$ cat config.mk
export PLATFORM = sky130hd
export DESIGN_NAME = seg_display_driver
export DESIGN_NICKNAME = d
export VERILOG_FILES = /design/src/rtl/seg_display_driver.sv
export SDC_FILE = /design/constraint.sdc
export NUM_CORES = 1
export LEC_CHECK = 0
export CAP_MARGIN = 20
export CELL_PAD_IN_SITES_DETAIL_PLACEMENT = 0
export CELL_PAD_IN_SITES_GLOBAL_PLACEMENT = 1
export CORE_MARGIN = 3
export CORE_UTILIZATION = 30
export DETAILED_ROUTE_END_ITERATION = 8
export PLACE_DENSITY = 0.62
export SETUP_SLACK_MARGIN = 0.15
export SLEW_MARGIN = 20
export SYNTH_ARGS = -nofsm -noshare
export SYNTH_HDL_FRONTEND = slang
export SYNTH_SLANG_ARGS = --single-unit
$ cat constraint.sdc
create_clock -name clk_100M -period 2.7 [get_ports clk_100M]
set_input_delay 0.54 -clock clk_100M [delete_from_list [all_inputs] [get_ports clk_100M]]
set_output_delay 0.54 -clock clk_100M [all_outputs]
set_load 0.005 [all_outputs]
$ cat src/rtl/seg_display_driver.sv
// Multiplexed seven-segment driver: hex or binary-to-BCD decimal display with
// leading-zero blanking, per-digit blink and decimal points, scanned one digit per slot.
module seg_display_driver #(
   parameter int DIGIT_CNT = 8,
   parameter int SCAN_DIV  = 100000,
   parameter int BLINK_DIV = 25000000
) (
   input  logic                   clk_100M,
   input  logic                   reset,
   input  logic                   load_valid,
   output logic                   load_ready,
   input  logic [4*DIGIT_CNT-1:0] number,
   input  logic                   dec_mode,
   input  logic                   blank_lz,
   input  logic [DIGIT_CNT-1:0]   blink_mask,
   input  logic [DIGIT_CNT-1:0]   dp,
   output logic                   busy,
   output logic [DIGIT_CNT-1:0]   digit,
   output logic [7:0]             segment
);

   localparam int NUM_W   = 4 * DIGIT_CNT;
   localparam int BCD_DIG = DIGIT_CNT + DIGIT_CNT / 4 + 1;
   localparam int BCD_W   = 4 * BCD_DIG;
   localparam int IDX_W   = (DIGIT_CNT > 1) ? $clog2(DIGIT_CNT) : 1;
   localparam int SCAN_W  = $clog2(SCAN_DIV);
   localparam int BLINK_W = $clog2(BLINK_DIV);
   localparam int CNT_W   = $clog2(NUM_W);

   localparam logic [SCAN_W-1:0]  SCAN_MAX  = SCAN_W'(SCAN_DIV - 1);
   localparam logic [BLINK_W-1:0] BLINK_MAX = BLINK_W'(BLINK_DIV - 1);
   localparam logic [IDX_W-1:0]   IDX_MAX   = IDX_W'(DIGIT_CNT - 1);
   localparam logic [CNT_W-1:0]   CNT_MAX   = CNT_W'(NUM_W - 1);

   typedef enum logic [1:0] {IDLE, CONVERT, UPDATE} state_t;

   function automatic logic [BCD_W-1:0] add3(input logic [BCD_W-1:0] v);
      logic [BCD_W-1:0] r;
      r = v;
      for (int i = 0; i < BCD_DIG; i++) begin
         if (r[4*i +: 4] >= 4'd5) r[4*i +: 4] = r[4*i +: 4] + 4'd3;
      end
      return r;
   endfunction

   function automatic logic [6:0] seg7(input logic [3:0] nib);
      case (nib)
         4'h0: seg7 = 7'h3F;
         4'h1: seg7 = 7'h06;
         4'h2: seg7 = 7'h5B;
         4'h3: seg7 = 7'h4F;
         4'h4: seg7 = 7'h66;
         4'h5: seg7 = 7'h6D;
         4'h6: seg7 = 7'h7D;
         4'h7: seg7 = 7'h07;
         4'h8: seg7 = 7'h7F;
         4'h9: seg7 = 7'h6F;
         4'hA: seg7 = 7'h77;
         4'hB: seg7 = 7'h7C;
         4'hC: seg7 = 7'h39;
         4'hD: seg7 = 7'h5E;
         4'hE: seg7 = 7'h79;
         default: seg7 = 7'h71;
      endcase
   endfunction

   state_t               state_q, state_d;
   logic [SCAN_W-1:0]    scan_q, scan_d;
   logic [BLINK_W-1:0]   blink_cnt_q, blink_cnt_d;
   logic                 phase_q, phase_d;
   logic [IDX_W-1:0]     idx_q, idx_d;
   logic [NUM_W-1:0]     disp_q, disp_d;
   logic                 ovf_q, ovf_d;
   logic                 lz_q, lz_d;
   logic [DIGIT_CNT-1:0] blink_q, blink_d;
   logic [DIGIT_CNT-1:0] dp_q, dp_d;
   logic                 pend_lz_q, pend_lz_d;
   logic [DIGIT_CNT-1:0] pend_blink_q, pend_blink_d;
   logic [DIGIT_CNT-1:0] pend_dp_q, pend_dp_d;
   logic [NUM_W-1:0]     bin_q, bin_d;
   logic [BCD_W-1:0]     bcd_q, bcd_d;
   logic [CNT_W-1:0]     cnt_q, cnt_d;
   logic [DIGIT_CNT-1:0] digit_q, digit_d;
   logic [7:0]           seg_q, seg_d;

   logic [BCD_W-1:0]     bcd_adj;
   logic [3:0]           nib;
   logic                 hi_zero;
   logic                 blanked;

   assign load_ready = (state_q == IDLE);
   assign busy       = (state_q != IDLE);
   assign digit      = digit_q;
   assign segment    = seg_q;

   always_comb begin
      state_d      = state_q;
      scan_d       = scan_q + SCAN_W'(1);
      blink_cnt_d  = blink_cnt_q + BLINK_W'(1);
      phase_d      = phase_q;
      idx_d        = idx_q;
      disp_d       = disp_q;
      ovf_d        = ovf_q;
      lz_d         = lz_q;
      blink_d      = blink_q;
      dp_d         = dp_q;
      pend_lz_d    = pend_lz_q;
      pend_blink_d = pend_blink_q;
      pend_dp_d    = pend_dp_q;
      bin_d        = bin_q;
      bcd_d        = bcd_q;
      cnt_d        = cnt_q;
      bcd_adj      = add3(bcd_q);

      if (scan_q == SCAN_MAX) begin
         scan_d = '0;
         idx_d  = (idx_q == IDX_MAX) ? '0 : idx_q + IDX_W'(1);
      end
      if (blink_cnt_q == BLINK_MAX) begin
         blink_cnt_d = '0;
         phase_d     = ~phase_q;
      end

      case (state_q)
         IDLE: begin
            if (load_valid) begin
               if (dec_mode) begin
                  // Decimal config is parked until the converted value lands.
                  pend_lz_d    = blank_lz;
                  pend_blink_d = blink_mask;
                  pend_dp_d    = dp;
                  bin_d        = number;
                  bcd_d        = '0;
                  cnt_d        = '0;
                  state_d      = CONVERT;
               end else begin
                  disp_d  = number;
                  ovf_d   = 1'b0;
                  lz_d    = blank_lz;
                  blink_d = blink_mask;
                  dp_d    = dp;
               end
            end
         end
         CONVERT: begin
            bcd_d = {bcd_adj[BCD_W-2:0], bin_q[NUM_W-1]};
            bin_d = bin_q << 1;
            cnt_d = cnt_q + CNT_W'(1);
            if (cnt_q == CNT_MAX) state_d = UPDATE;
         end
         UPDATE: begin
            disp_d  = bcd_q[NUM_W-1:0];
            ovf_d   = |bcd_q[BCD_W-1:NUM_W];
            lz_d    = pend_lz_q;
            blink_d = pend_blink_q;
            dp_d    = pend_dp_q;
            state_d = IDLE;
         end
         default: state_d = IDLE;
      endcase

      // Digit at idx and everything above it are zero when the shifted register is empty.
      nib     = disp_q[4*idx_q +: 4];
      hi_zero = ((disp_q >> (4*idx_q)) == '0);
      blanked = (phase_q & blink_q[idx_q]) |
                (lz_q & ~ovf_q & (idx_q != '0) & hi_zero);
      digit_d = blanked ? '0 : (DIGIT_CNT'(1) << idx_q);
      seg_d   = {dp_q[idx_q], ovf_q ? 7'h40 : seg7(nib)};
   end

   always_ff @(posedge clk_100M) begin
      if (reset) begin
         state_q      <= IDLE;
         scan_q       <= '0;
         blink_cnt_q  <= '0;
         phase_q      <= 1'b0;
         idx_q        <= '0;
         disp_q       <= '0;
         ovf_q        <= 1'b0;
         lz_q         <= 1'b0;
         blink_q      <= '0;
         dp_q         <= '0;
         pend_lz_q    <= 1'b0;
         pend_blink_q <= '0;
         pend_dp_q    <= '0;
         bin_q        <= '0;
         bcd_q        <= '0;
         cnt_q        <= '0;
         digit_q      <= DIGIT_CNT'(1);
         seg_q        <= 8'h3F;
      end else begin
         state_q      <= state_d;
         scan_q       <= scan_d;
         blink_cnt_q  <= blink_cnt_d;
         phase_q      <= phase_d;
         idx_q        <= idx_d;
         disp_q       <= disp_d;
         ovf_q        <= ovf_d;
         lz_q         <= lz_d;
         blink_q      <= blink_d;
         dp_q         <= dp_d;
         pend_lz_q    <= pend_lz_d;
         pend_blink_q <= pend_blink_d;
         pend_dp_q    <= pend_dp_d;
         bin_q        <= bin_d;
         bcd_q        <= bcd_d;
         cnt_q        <= cnt_d;
         digit_q      <= digit_d;
         seg_q        <= seg_d;
      end
   end

endmodule

== Word level (Yosys, flattened, before mapping) ==
Memories as Yosys holds them, arrays and structs flattened.
Cells that the tools add are included.
Storage, ports and cells
  flip-flop bits (word level): 212
  memory bits (read-only): 112
  bits of input ports: 53
  output and inout port bits: 18
  logic and storage cells: 127
  memories: 1
Cells by class
  $add $sub $neg: 15
  $lt $le $gt $ge: 12
  equal/unequal tests: 10
  shifts and indexed selects: 3
  muxes and demuxes: 46
  bitwise operators: 7
  reductions and logical operators: 14
Memory list
  (no name shown): depth 16, width 7, rd ports 1, clocked after memory_dff 0, wr ports 0, RTL line 47  | case (nib)
Operators by type and width (count)
  $mux W32: 4
  $pmux W32 S2: 2
  $mux W44: 2
  $pmux W44 S2: 1
  $ge A4 B3 Y1 const B: 11
  $add A4 B2 Y4 const B: 10
  $mux W4: 10
  $logic_not A32 Y1: 1
  $mux W8: 4
  $pmux W8 S2: 2
  $shiftx A32 B6 Y4: 1
  $shr A32 B5 Y32: 1
  $add A25 B1 Y25 const B: 1
  $eq A25 B25 Y1 const B: 1
  $add A17 B1 Y17 const B: 1
  $eq A17 B17 Y1 const B: 1
  $reduce_and A3 Y1: 4
  $reduce_or A12 Y1: 1
  $mux W5: 2
  $pmux W5 S2: 1
  $shl A1 B3 Y8 const A: 1
  $mux W1: 7
  $mux W7: 1
  $bmux W1 S3: 2
  21 further kinds: 35

== Longest topological paths before layout ==
Gate-level depths: netlist of the first run.
  depth after elaboration: 6
  gate-level depth with buffers: 13
  depth with buffers taken out: 9

== Worst setup path after synthesis of the first run ==
Ideal clock, no wire load.
  kind: flip-flop to flip-flop
  from: register idx_q[1]
  to: register digit_q[1] (netlist: digit[1])
  library setup time: 0.118 ns
  data arrival time: 2.388 ns
  setup slack: 0.195 ns
  stages on the path, launching flop included: 14
  path buffers: 4
  path through: dfxtp_1 > buf_4 > buf_4 > buf_2 > mux4_2 > mux2_2 > inv_1 > ha_1 > nand2_1 > a21oi_1 > o211ai_1 > and4bb_1 > buf_4 > a21oi_1
On the way
  longest elaborated chain between the ends: 5
  elaborated cells between the ends (all ways): 11
Ends and longest elaborated chain
  start, declared: RTL line 71  | logic [IDX_W-1:0] idx_q, idx_d;
  start signal, assigned: RTL line 196  | idx_q <= idx_d;
  $shr A32 B5 Y32 (tied with other cells): RTL line 164  | hi_zero = ((disp_q >> (4*idx_q)) == '0);
  $logic_not A32 Y1 (tied with other cells): RTL line 164
  $and A1 B1 Y1 (on tied branches): RTL line 166, 165
  $or A1 B1 Y1: RTL line 165  | blanked = (phase_q & blink_q[idx_q]) |
  $reduce_or A2 Y1 (no source line)
  end signal, assigned: RTL line 208  | digit_q <= digit_d;
  end, declared: RTL line 83  | logic [DIGIT_CNT-1:0] digit_q, digit_d;
Parallel ways exist; a longest one is shown, timed or not. The select of a mux whose other input is x is not followed.
A chain may end at the register's enable or synchronous reset.

== Final worst setup path of the first run ==
  from: register state_q[1]
  to: output port busy
On the way
  longest elaborated chain between the ends: 1
Ends and longest elaborated chain
  start, declared: RTL line 67  | state_t state_q, state_d;
  start signal, assigned: RTL line 192  | state_q <= state_d;
  $reduce_bool A2 Y1: RTL line 92  | assign busy = (state_q != IDLE);
  end, declared: RTL line 17  | output logic busy,
Every way passes these cells.

==> qor.log, run 1 <==
[status] result of the run finished, final reports clean
[worst_setup_path] critical-path maximum fanout 7
[clocking] Clk Latency, worst-skew pair 0.54 ns
[logic_synthesis] portion of the post-synthesis area used by sequential elements 41.3%
[floorplan] core region area 33600 um2
[timing] time the final worst path needs with I/O delays and setup 2.36 ns
[finish] most common library cell in the layout ignoring fill and taps sky130_fd_sc_hd__dfxtp_1
[placement] placer congestion estimate 0.831
[detailed_routing] Top Layer Used met4
[worst_setup_path] logic depth of the worst register-to-register path 9
[detailed_routing] Avg WL per Cell 15.2 um
[logic_synthesis] Cell Area, Synth 10300 um2
[worst_setup_path] kind of end point of the critical path output pin
[logic_synthesis] ys flop type sky130_fd_sc_hd__dfxtp_1
[floorplan] I/O pin count 71
[clocking] clock tree from TritonCTS yes
[logic_synthesis] Seq cells post-synth 212
[timing] final hold slack 0.272 ns
[clocking] Root Driver sky130_fd_sc_hd__clkbuf_16
[global_routing] initial antenna violation count 1
[timing] share of the cycle needed by the critical path after routing 87.4%
[global_routing] pin count of the biggest net entering global routing 100
[finish] area growth from synthesis to final layout 20.6%
[power] total leakage power 0.00469 uW
[finish] final-stage net count 1341
[timing] Setup Skew 0.0194 ns
[detailed_routing] Vias 8402
[worst_hold_path] Hold WC Path Type input pin to flip-flop
[clocking] total clock sinks 212
[timing] actual slew at the worst max-slew pin 0.687 ns
[floorplan] Die X-Extent 191 um
[finish] total inserted antenna cells 0
[worst_setup_path] type of the worst setup path flip-flop to output pin
[worst_setup_path] category of the worst setup path launch point flip-flop
[finish] Filler Cells Inserted 3454
[timing] setup violation total in the final timing report 0
[finish] area taken by flip-flops and latches 4250 um2
[timing] setup tns final 0 ns
[finish] ratio of cells with drive above 1 in the final layout 8.04%
[logic_synthesis] number of standard cells after synthesis 1204
[detailed_routing] Met3 Routed Length 897 um
[detailed_routing] number of DRC violations after detailed-routing iteration 0 578
[timing] relative slew slack 54.2%
[finish] most frequent cells in the layout sky130_fd_sc_hd__dfxtp_1 (210), sky130_fd_sc_hd__nor2_1 (195), sky130_fd_sc_hd__nand2_1 (143)
[finish] area of combinational cells with multiple inputs 5600 um2
[detailed_routing] met2 wirelength from detailed routing 11.5 mm
[logic_synthesis] yosys warns 0
[floorplan] Die Ht 191 um
[floorplan] die area 36500 um2
[placement] total half-perimeter wirelength after legalization and detailed placement 17.6 mm
[logic_synthesis] number of unique standard cell types used by synthesis 57
[timing] maximum frequency from static timing analysis 0.424 GHz
[clocking] hold-fix buffers at CTS 0
[timing] RSZ-0062 raised after global routing false
[power] Pwr Density 617 nW/um2
[global_routing] vias in the first global route 7999
[clocking] number of levels in the clock H-tree 1
[timing] Final Slew Violations 0
[detailed_routing] # DRC 0
[detailed_routing] 1st-pass router iterations 4
[clocking] clock buffer count from CTS 27
[job] Max Cap Violations 0
[logic_synthesis] Avg Synthesized Cell Area 8.54 um2
[global_routing] global-route wire length before repair 42.5 mm
[clocking] number of buffers added for setup after CTS 0
[logic_synthesis] total nets after synthesis 1296
[global_routing] overall fraction of global-route tracks in use 14.0%
[floorplan] initial standard-cell utilization of the core 30.6%
[worst_hold_path] WHS Path Cells 2
[global_routing] Overflow after GRT 0
[detailed_routing] number of vias per cell after detailed routing 4.89
[logic_synthesis] number of synthesized flops with an enable pin 0
[detailed_routing] routed wire length 26.0 mm
[power] Power Total 7650 uW
[clocking] Max Root-Sink Buffers 3
[placement] port buffer count 70
[detailed_routing] met1 routed wirelength after detailed routing 13.2 mm
[floorplan] Placement Rows 67
[power] maximum VDD drop 0.452 mV
[worst_setup_path] data required time at the worst endpoint 2.16 ns
[detailed_routing] count of nets left with antenna violations after detail routing 0
[timing] number of failing hold endpoints at the final stage 0
[clocking] clock-pin slew on the worst setup and hold paths 0.06 ns
[worst_setup_path] data arrival time of the critical path 1.82 ns
[logic_synthesis] async set or reset register ratio after synthesis 0%
[worst_setup_path] R2R setup slack 0.37 ns
## power breakdown
part	switching [uW]	internal (uW)	total [uW]
Sequential	97.1	3260	3360
Combinational	394	309	703
Clock	1390	2200	3590
Total	1880	5770	7650
## metrics by stage
step                setup slack, ns  utilization [%]  std cells  cell area, um2
floorplan                     0.195                -       1204           10300
global placement              0.173             34.2       1668           11500
detailed placement            0.149             34.2       1668           11500
CTS                           0.153             36.9       1717           12400
global route                  0.197             36.9       1717           12400
finish                        0.339             36.9       1717           12400
## cell families (layout without fill, tap and decap cells)
group / after synthesis / after routing / share of synthesized area (%)
compound gates: 240 / 240 / 16.0
xor+xnor: 61 / 61 / 5.20
fa+ha+maj: 39 / 39 / 4.75
buf+inv: 115 / 180 / 4.64
flops: 212 / 212 / 41.3
mux: 63 / 63 / 7.77
simple gates: 474 / 474 / 20.4
## synthesized netlist by cell type (all sizes together), types with 31 or more instances
| master | n | share of area (%) |
|---|---|---|
| xnor2 | 34 | 2.9 |
| nand3 | 36 | 1.8 |
| a311oi | 31 | 2.6 |
| nand2 | 143 | 5.2 |
| dfxtp | 212 | 41 |
| mux2i | 47 | 4.7 |
| a21oi | 66 | 3.2 |
| ha | 39 | 4.7 |
| a211oi | 52 | 3.8 |
| inv | 37 | 1.4 |
| clkbuf | 57 | 2.1 |
| nor2 | 198 | 7.3 |
## sequential cells by signal, summed over array words and instances, names as in the netlist, 8 cells and up
| register | flops |
|---|---|
| disp_q | 32 |
| bin_q | 32 |
| dp_q | 8 |
| scan_q | 17 |
| bcd_q | 44 |
| pend_blink_q | 8 |
| segment | 8 |
| blink_q | 8 |
| pend_dp_q | 8 |
| blink_cnt_q | 25 |
| digit | 8 |
## cell type report
type                    instances  area share [%]
repair buffers                 94            7.69
multi-input cells             877            45.1
flip-flops and latches        212            34.3
clock inverters                 8           0.605
well taps                     448            4.52
inverters                      37            1.12
clock buffers                  41            6.68
## what timing repair did
action                                  CTS  global route
pin swaps                                 0             1
resized for setup                         1             5
endpoints found under the setup margin    5             7
## layer usage
metal,up-vias,GRT usage (%)
li1,4332,-
met4,0,3.58
met2,103,22.0
met1,3935,20.1
met3,32,2.29
met5,-,0
## worst max-delay path, stage by stage (launching register included)
cell and delay (ns):
sky130_fd_sc_hd__dfxtp_1 0.55, sky130_fd_sc_hd__nor2_1 0.16, sky130_fd_sc_hd__inv_1 0.07, sky130_fd_sc_hd__clkdlybuf4s50_1 0.49
## path summary, 6_finish.rpt
path	startpoint	end
min	reset	scan_q[2]
max	state_q[1]	busy
max reg2reg	idx_q[0]	digit[3]
min reg2reg	scan_q[0]	scan_q[0]
Power figures use the tool's default switching activity.
==> inputs of run 2 (changes only) <==
--- a/config.mk
+++ b/config.mk
@@ -5,13 +5,14 @@
 export SDC_FILE = /design/constraint.sdc
 export NUM_CORES = 1
 export LEC_CHECK = 0
+export ABC_AREA = 1
 export CAP_MARGIN = 20
 export CELL_PAD_IN_SITES_DETAIL_PLACEMENT = 0
 export CELL_PAD_IN_SITES_GLOBAL_PLACEMENT = 1
 export CORE_MARGIN = 3
 export CORE_UTILIZATION = 30
 export DETAILED_ROUTE_END_ITERATION = 8
-export PLACE_DENSITY = 0.62
+export PLACE_DENSITY = 0.64
 export SETUP_SLACK_MARGIN = 0.15
 export SLEW_MARGIN = 20
 export SYNTH_ARGS = -nofsm -noshare
==> qor.log, run 2 <==
[placement] placer congestion estimate 0.798 [-4.0%]
[timing] RSZ-0062 raised after global routing false
[placement] pre-CTS worst setup slack 0.382 ns [+0.233 ns]
[finish] largest registers bcd_q x44, bin_q x32, disp_q x32
[detailed_routing] # DRC 0 [unchanged]
[worst_setup_path] logic depth of the worst register-to-register path 17 [+8]
[clocking] hold-fix buffers at CTS 0 [unchanged]
[placement] total half-perimeter wirelength after legalization and detailed placement 19.6 mm [+11%]
[logic_synthesis] area leader, netlist sky130_fd_sc_hd__dfxtp_1
[detailed_routing] count of nets left with antenna violations after detail routing 0 [unchanged]
[logic_synthesis] total nets after synthesis 1608 [+24%]
[worst_hold_path] WHS Path Cells 2 [unchanged]
[clocking] clock-pin slew on the worst setup and hold paths 0.06 ns [about the same]
[finish] final standard cell count with taps included and fillers excluded 2037 [+19%]
[finish] final-stage net count 1655 [+23%]
[timing] actual slew at the worst max-slew pin 0.819 ns [+0.132 ns]
[worst_hold_path] origin of the worst min-delay path reset
[floorplan] core region area 34900 um2 [+3.8%]
[detailed_routing] number of DRC violations after detailed-routing iteration 0 467 [-19%]
[floorplan] Placement Rows 68 [+1.5%]
[floorplan] Die Ht 195 um [+2.1%]
[floorplan] die area 38100 um2 [+4.3%]
[finish] Largest register FFs 44 [unchanged]
[timing] setup tns final 0 ns [unchanged]
[status] result of the run finished, final reports clean
[worst_setup_path] type of the worst setup path flip-flop to output pin
[global_routing] pin count of the biggest net entering global routing 99 [-1.0%]
[worst_hold_path] Hold WC Path Type input pin to flip-flop
[timing] setup violation total in the final timing report 0 [unchanged]
[detailed_routing] 1st-pass router iterations 5 [+1]
[worst_setup_path] R2R setup slack 0.50 ns [+0.13 ns]
[logic_synthesis] number of unique standard cell types used by synthesis 49 [-14%]
[logic_synthesis] Avg Synthesized Cell Area 7.08 um2 [-17%]
[power] total leakage power 0.00503 uW [+7.3%]
[timing] Final Slew Violations 0 [unchanged]
[power] maximum VDD drop 0.457 mV [+1.2%]
[finish] register bank with the most flops bcd_q
[clocking] total clock sinks 212 [unchanged]
[finish] most common library cell in the layout ignoring fill and taps sky130_fd_sc_hd__nand2_1
[detailed_routing] routed wire length 28.6 mm [+9.8%]
[clocking] clock buffer count from CTS 27 [unchanged]
[finish] most frequent cells in the layout sky130_fd_sc_hd__nand2_1 (381), sky130_fd_sc_hd__dfxtp_1 (211), sky130_fd_sc_hd__inv_1 (174)
[clocking] Max Root-Sink Buffers 3 [unchanged]
[job] Max Cap Violations 0 [unchanged]
[timing] relative slew slack 45.4% [-8.8 points]
[logic_synthesis] Cell Area, Synth 10700 um2 [+4.4%]
[timing] maximum frequency from static timing analysis 0.447 GHz [+5.5%]
[worst_setup_path] kind of end point of the critical path output pin
[clocking] Clk Latency, worst-skew pair 0.54 ns [about the same]
[logic_synthesis] top-count cell post-synth sky130_fd_sc_hd__nand2_1
[logic_synthesis] number of standard cells after synthesis 1516 [+26%]
[global_routing] Overflow after GRT 0 [unchanged]
[global_routing] global-route wire length before repair 48.0 mm [+13%]
[worst_setup_path] data required time at the worst endpoint 2.16 ns [about the same]
[placement] port buffer count 70 [unchanged]
[logic_synthesis] Seq cells post-synth 212 [unchanged]
[logic_synthesis] top cells by area in the synthesized netlist sky130_fd_sc_hd__dfxtp_1 (40%), sky130_fd_sc_hd__nand2_1 (13%), sky130_fd_sc_hd__inv_1 (6.1%)
[timing] Setup Skew 0.0198 ns [+0.000346 ns]
[logic_synthesis] yosys warns 0 [unchanged]
[worst_hold_path] destination of the worst hold path phase_q
[clocking] Root Driver sky130_fd_sc_hd__clkbuf_16
[timing] Worst Setup Slack, final 0.462 ns [+0.123 ns]
[global_routing] vias in the first global route 9446 [+18%]
[floorplan] initial standard-cell utilization of the core 30.8% [+0.19 points]
[worst_setup_path] data arrival time of the critical path 1.70 ns [-0.12 ns]
[logic_synthesis] top cells by instance count after synthesis sky130_fd_sc_hd__nand2_1 (382), sky130_fd_sc_hd__dfxtp_1 (212), sky130_fd_sc_hd__inv_1 (175)
[power] Pwr Density 588 nW/um2 [-4.6%]
[floorplan] I/O pin count 71 [unchanged]
[logic_synthesis] ys flop type sky130_fd_sc_hd__dfxtp_1
[logic_synthesis] portion of the post-synthesis area used by sequential elements 39.5% [-1.7 points]
[logic_synthesis] number of synthesized flops with an enable pin 0 [unchanged]
[timing] time the final worst path needs with I/O delays and setup 2.24 ns [-0.123 ns]
[clocking] number of levels in the clock H-tree 1 [unchanged]
[global_routing] initial antenna violation count 0 [-1]
[timing] share of the cycle needed by the critical path after routing 82.9% [-4.6 points]
[detailed_routing] number of vias per cell after detailed routing 4.76 [-2.8%]
[clocking] clock tree from TritonCTS yes
[timing] number of failing hold endpoints at the final stage 0 [unchanged]
[finish] ratio of cells with drive above 1 in the final layout 7.77% [-0.26 points]
[worst_setup_path] launch point of the worst reg-to-reg path idx_q[1]
[detailed_routing] Vias 9687 [+15%]
[logic_synthesis] async set or reset register ratio after synthesis 0% [unchanged]
[finish] area growth from synthesis to final layout 19.1%
[floorplan] Die X-Extent 195 um [+2.1%]
[global_routing] overall fraction of global-route tracks in use 14.8% [+0.80 points]
[worst_setup_path] crit path launch state_q[0]
[logic_synthesis] fraction of synthesized cell area taken by the top area cell type 39.5% [-1.7 points]
[worst_setup_path] critical-path maximum fanout 4 [-3]
[detailed_routing] Avg WL per Cell 14.0 um [-7.4%]
[worst_setup_path] endpoint of the most critical register-to-register path digit[4]
[worst_setup_path] category of the worst setup path launch point flip-flop
[finish] total inserted antenna cells 0 [unchanged]
[placement] Post-Place Cells 1986 [+19%]
run 2: per-stage QoR:
step / cell area [um2] / hold WS (ns) / total power [uW] / util [%]
6_report: 12800 / 0.353 / 7520 / 36.7
5_1_grt: 12800 / 0.355 / 7880 / 36.7
4_1_cts: 12700 / 0.326 / 7670 / 36.5
3_5_place_dp: 11900 / 0.444 / 4110 / 34.0
3_3_place_gp: 11900 / 0.428 / 4110 / 34.0
2_1_floorplan: 10700 / 0.417 / 3820 / -
run 2: kinds of logic (layout without fill, tap and decap cells):
logic type,after synthesis,in the layout,share of synthesized area [%]
AO/OA/AOI/OAI,327,327,17.3
XOR/XNOR,33,33,2.69
adder cells (fa/ha/maj),39,39,4.55
buffers and inverters,261,327,9.99
flip-flops,212,212,39.5
AND/OR/NAND/NOR,644,644,26.0
run 2: worst max-delay path: stages, from the launching register on:
cell and delay [ns]:
sky130_fd_sc_hd__dfxtp_1 0.35, sky130_fd_sc_hd__nor2_1 0.24, sky130_fd_sc_hd__clkdlybuf4s50_1 0.56
run 2: worst max-delay path by stage:
stage	cells past startpoint	slack (ns)	to
final	2	0.46	load_ready
after global routing	17	0.17	digit[0]
after CTS	19	0.39	digit[4]
after detailed placement	18	0.38	digit[4]
after global placement	19	0.43	digit[4]
after floorplan	20	0.53	digit[4]
run 2: area by class of cell:
type,count,area (um2)
tap,455,569
multi-input combinational,1043,5430
sequential,212,4250
clock buffer,37,773
fill,3745,22100
clock inverter,11,101
inverter,184,699
timing repair buffer,95,963
run 2: layer usage:
metal	GRT usage, %	wire length [um]	vias to the layer above
li1	-	-	5066
met1	21.8	14800	4440
met2	23.1	12100	150
met3	2.21	1310	31
met4	2.90	459	0
met5	0	0	-
run 2: power breakdown:
part | switching (uW) | internal (uW)
registers | 79.3 | 3270
clock network | 1390 | 2100
logic | 425 | 265
total | 1900 | 5630
run 2: what timing repair did:
item / in CTS / in global routing
resized for setup: 0 / 4
endpoints found under the hold margin: 0 / 0
setup endpoints to repair: 0 / 8
setup buffers: 0 / 2
==> RTL change, RTL diff (settings of run 1) <==
Reset style: asynchronous (`reset`), changed in one clocked block.
--- a/src/rtl/seg_display_driver.sv
+++ b/src/rtl/seg_display_driver.sv
@@ -170,3 +170,3 @@
 
-   always_ff @(posedge clk_100M) begin
+   always_ff @(posedge clk_100M or posedge reset) begin
       if (reset) begin
Function: differs if reset is asserted again (counterexample within 4 cycles, from zero or initial values and one cycle with reset high); with reset held inactive, the same outputs for 10 cycles.
==> RTL change against run 1 <==
Count of clock-buffer cells in the layout fell by 4; final area rose by 4.3%; critical endpoint is now digit[7]$_DFF_PP0_; critical path type is now reg -> reg; core utilization rose by 0.29 points; worst hold slack improved by 130 ps; area after synthesis rose by 3.7%; wire length fell by 1.5%; sequential cell count did not move; die area rose by 3.5%; setup slack got worse by 110 ps.
Power is not compared: it rests on default switching activity, and its combinational part moved more than twofold at a synthesized area within 25%.
==> RTL change: results (changes against run 1) <==
* Outcome: finished clean (unchanged)
* Vias in the first global route at 7865 (was 7999)
* M1 WL at 12570 um (was 13160 um)
* Worst-path fanout max at 16 (was 7)
* Met2 Wirelength at 11680 um (was 11460 um)
* Post-synthesis mux area share at 9.217% (was 7.765%)
* Initial antenna violation count at 0 (was 1)
* Drt first pass iters at 5 (was 4)
* Final-stage net count at 1221 (was 1341)
* Arrival time at the worst endpoint at 2850 ps (was 1820 ps)
* Placed cell area at 12110 um^2 (was 11490 um^2)
* Met3 Resource Use GR at 1.976% (was 2.292%)
* GR Util met2 at 21.42% (was 21.95%)
* Vias per Instance at 4.868 (was 4.893)
* Synth top area cells: dfrtp_1 (48%), nand2_1 (5.6%), ha_1 (4.7%) (was dfxtp_1 (41%), nor2_1 (7.2%), nand2_1 (5.2%))
* DP HPWL at 17700 um (was 17610 um)
* Total CTS buffers at 25 (was 27)
* Fin Hold WS at 397.1 ps (was 271.9 ps)
* Final worst-path cycle share at 91.49% (was 87.45%)
* Asr flop ratio synth at 100.0% (was 0%)
* Synth Area in Compound Gates at 13.00% (was 15.98%)
* Fin Clk Skew at 10.14 ps (was 19.43 ps)
* First-pass GRT wire length at 42760 um (was 42480 um)
* Adder-cell share of the synthesized area at 4.696% (was 4.747%)
* Met3 routed WL at 879 um (was 897 um)
-- RTL change: cell type report --
class	instances	area (um^2)
well taps	455	569.3
inverters	35	135.1
clock inverters	7	85.08
repair buffers	103	1074
clock buffers	37	730.7
fillers	3486	21860
multi-input cells	751	5029
flip-flops and latches	212	5316
-- RTL change: power breakdown --
group	total (mW)	switching, mW	internal [mW]
sequential	4.94	0.755	4.19
clock	3.35	1.30	2.05
combinational	3.51	1.81	1.70
total	11.8	3.86	7.94
-- RTL change: worst paths after layout --
kind / end / cells past startpoint
max in group asynchronous: cnt_q[3]$_DFFE_PP0P_ / 3
setup reg to reg: digit[7]$_DFF_PP0_ / 6
hold reg to reg: blink_q[4]$_DFFE_PP0P_ / 2
setup / recovery: digit[7]$_DFF_PP0_ / 6
hold / removal: disp_q[14]$_DFFE_PP0P_ / 2
min in group clk_100M: blink_q[4]$_DFFE_PP0P_ / 2
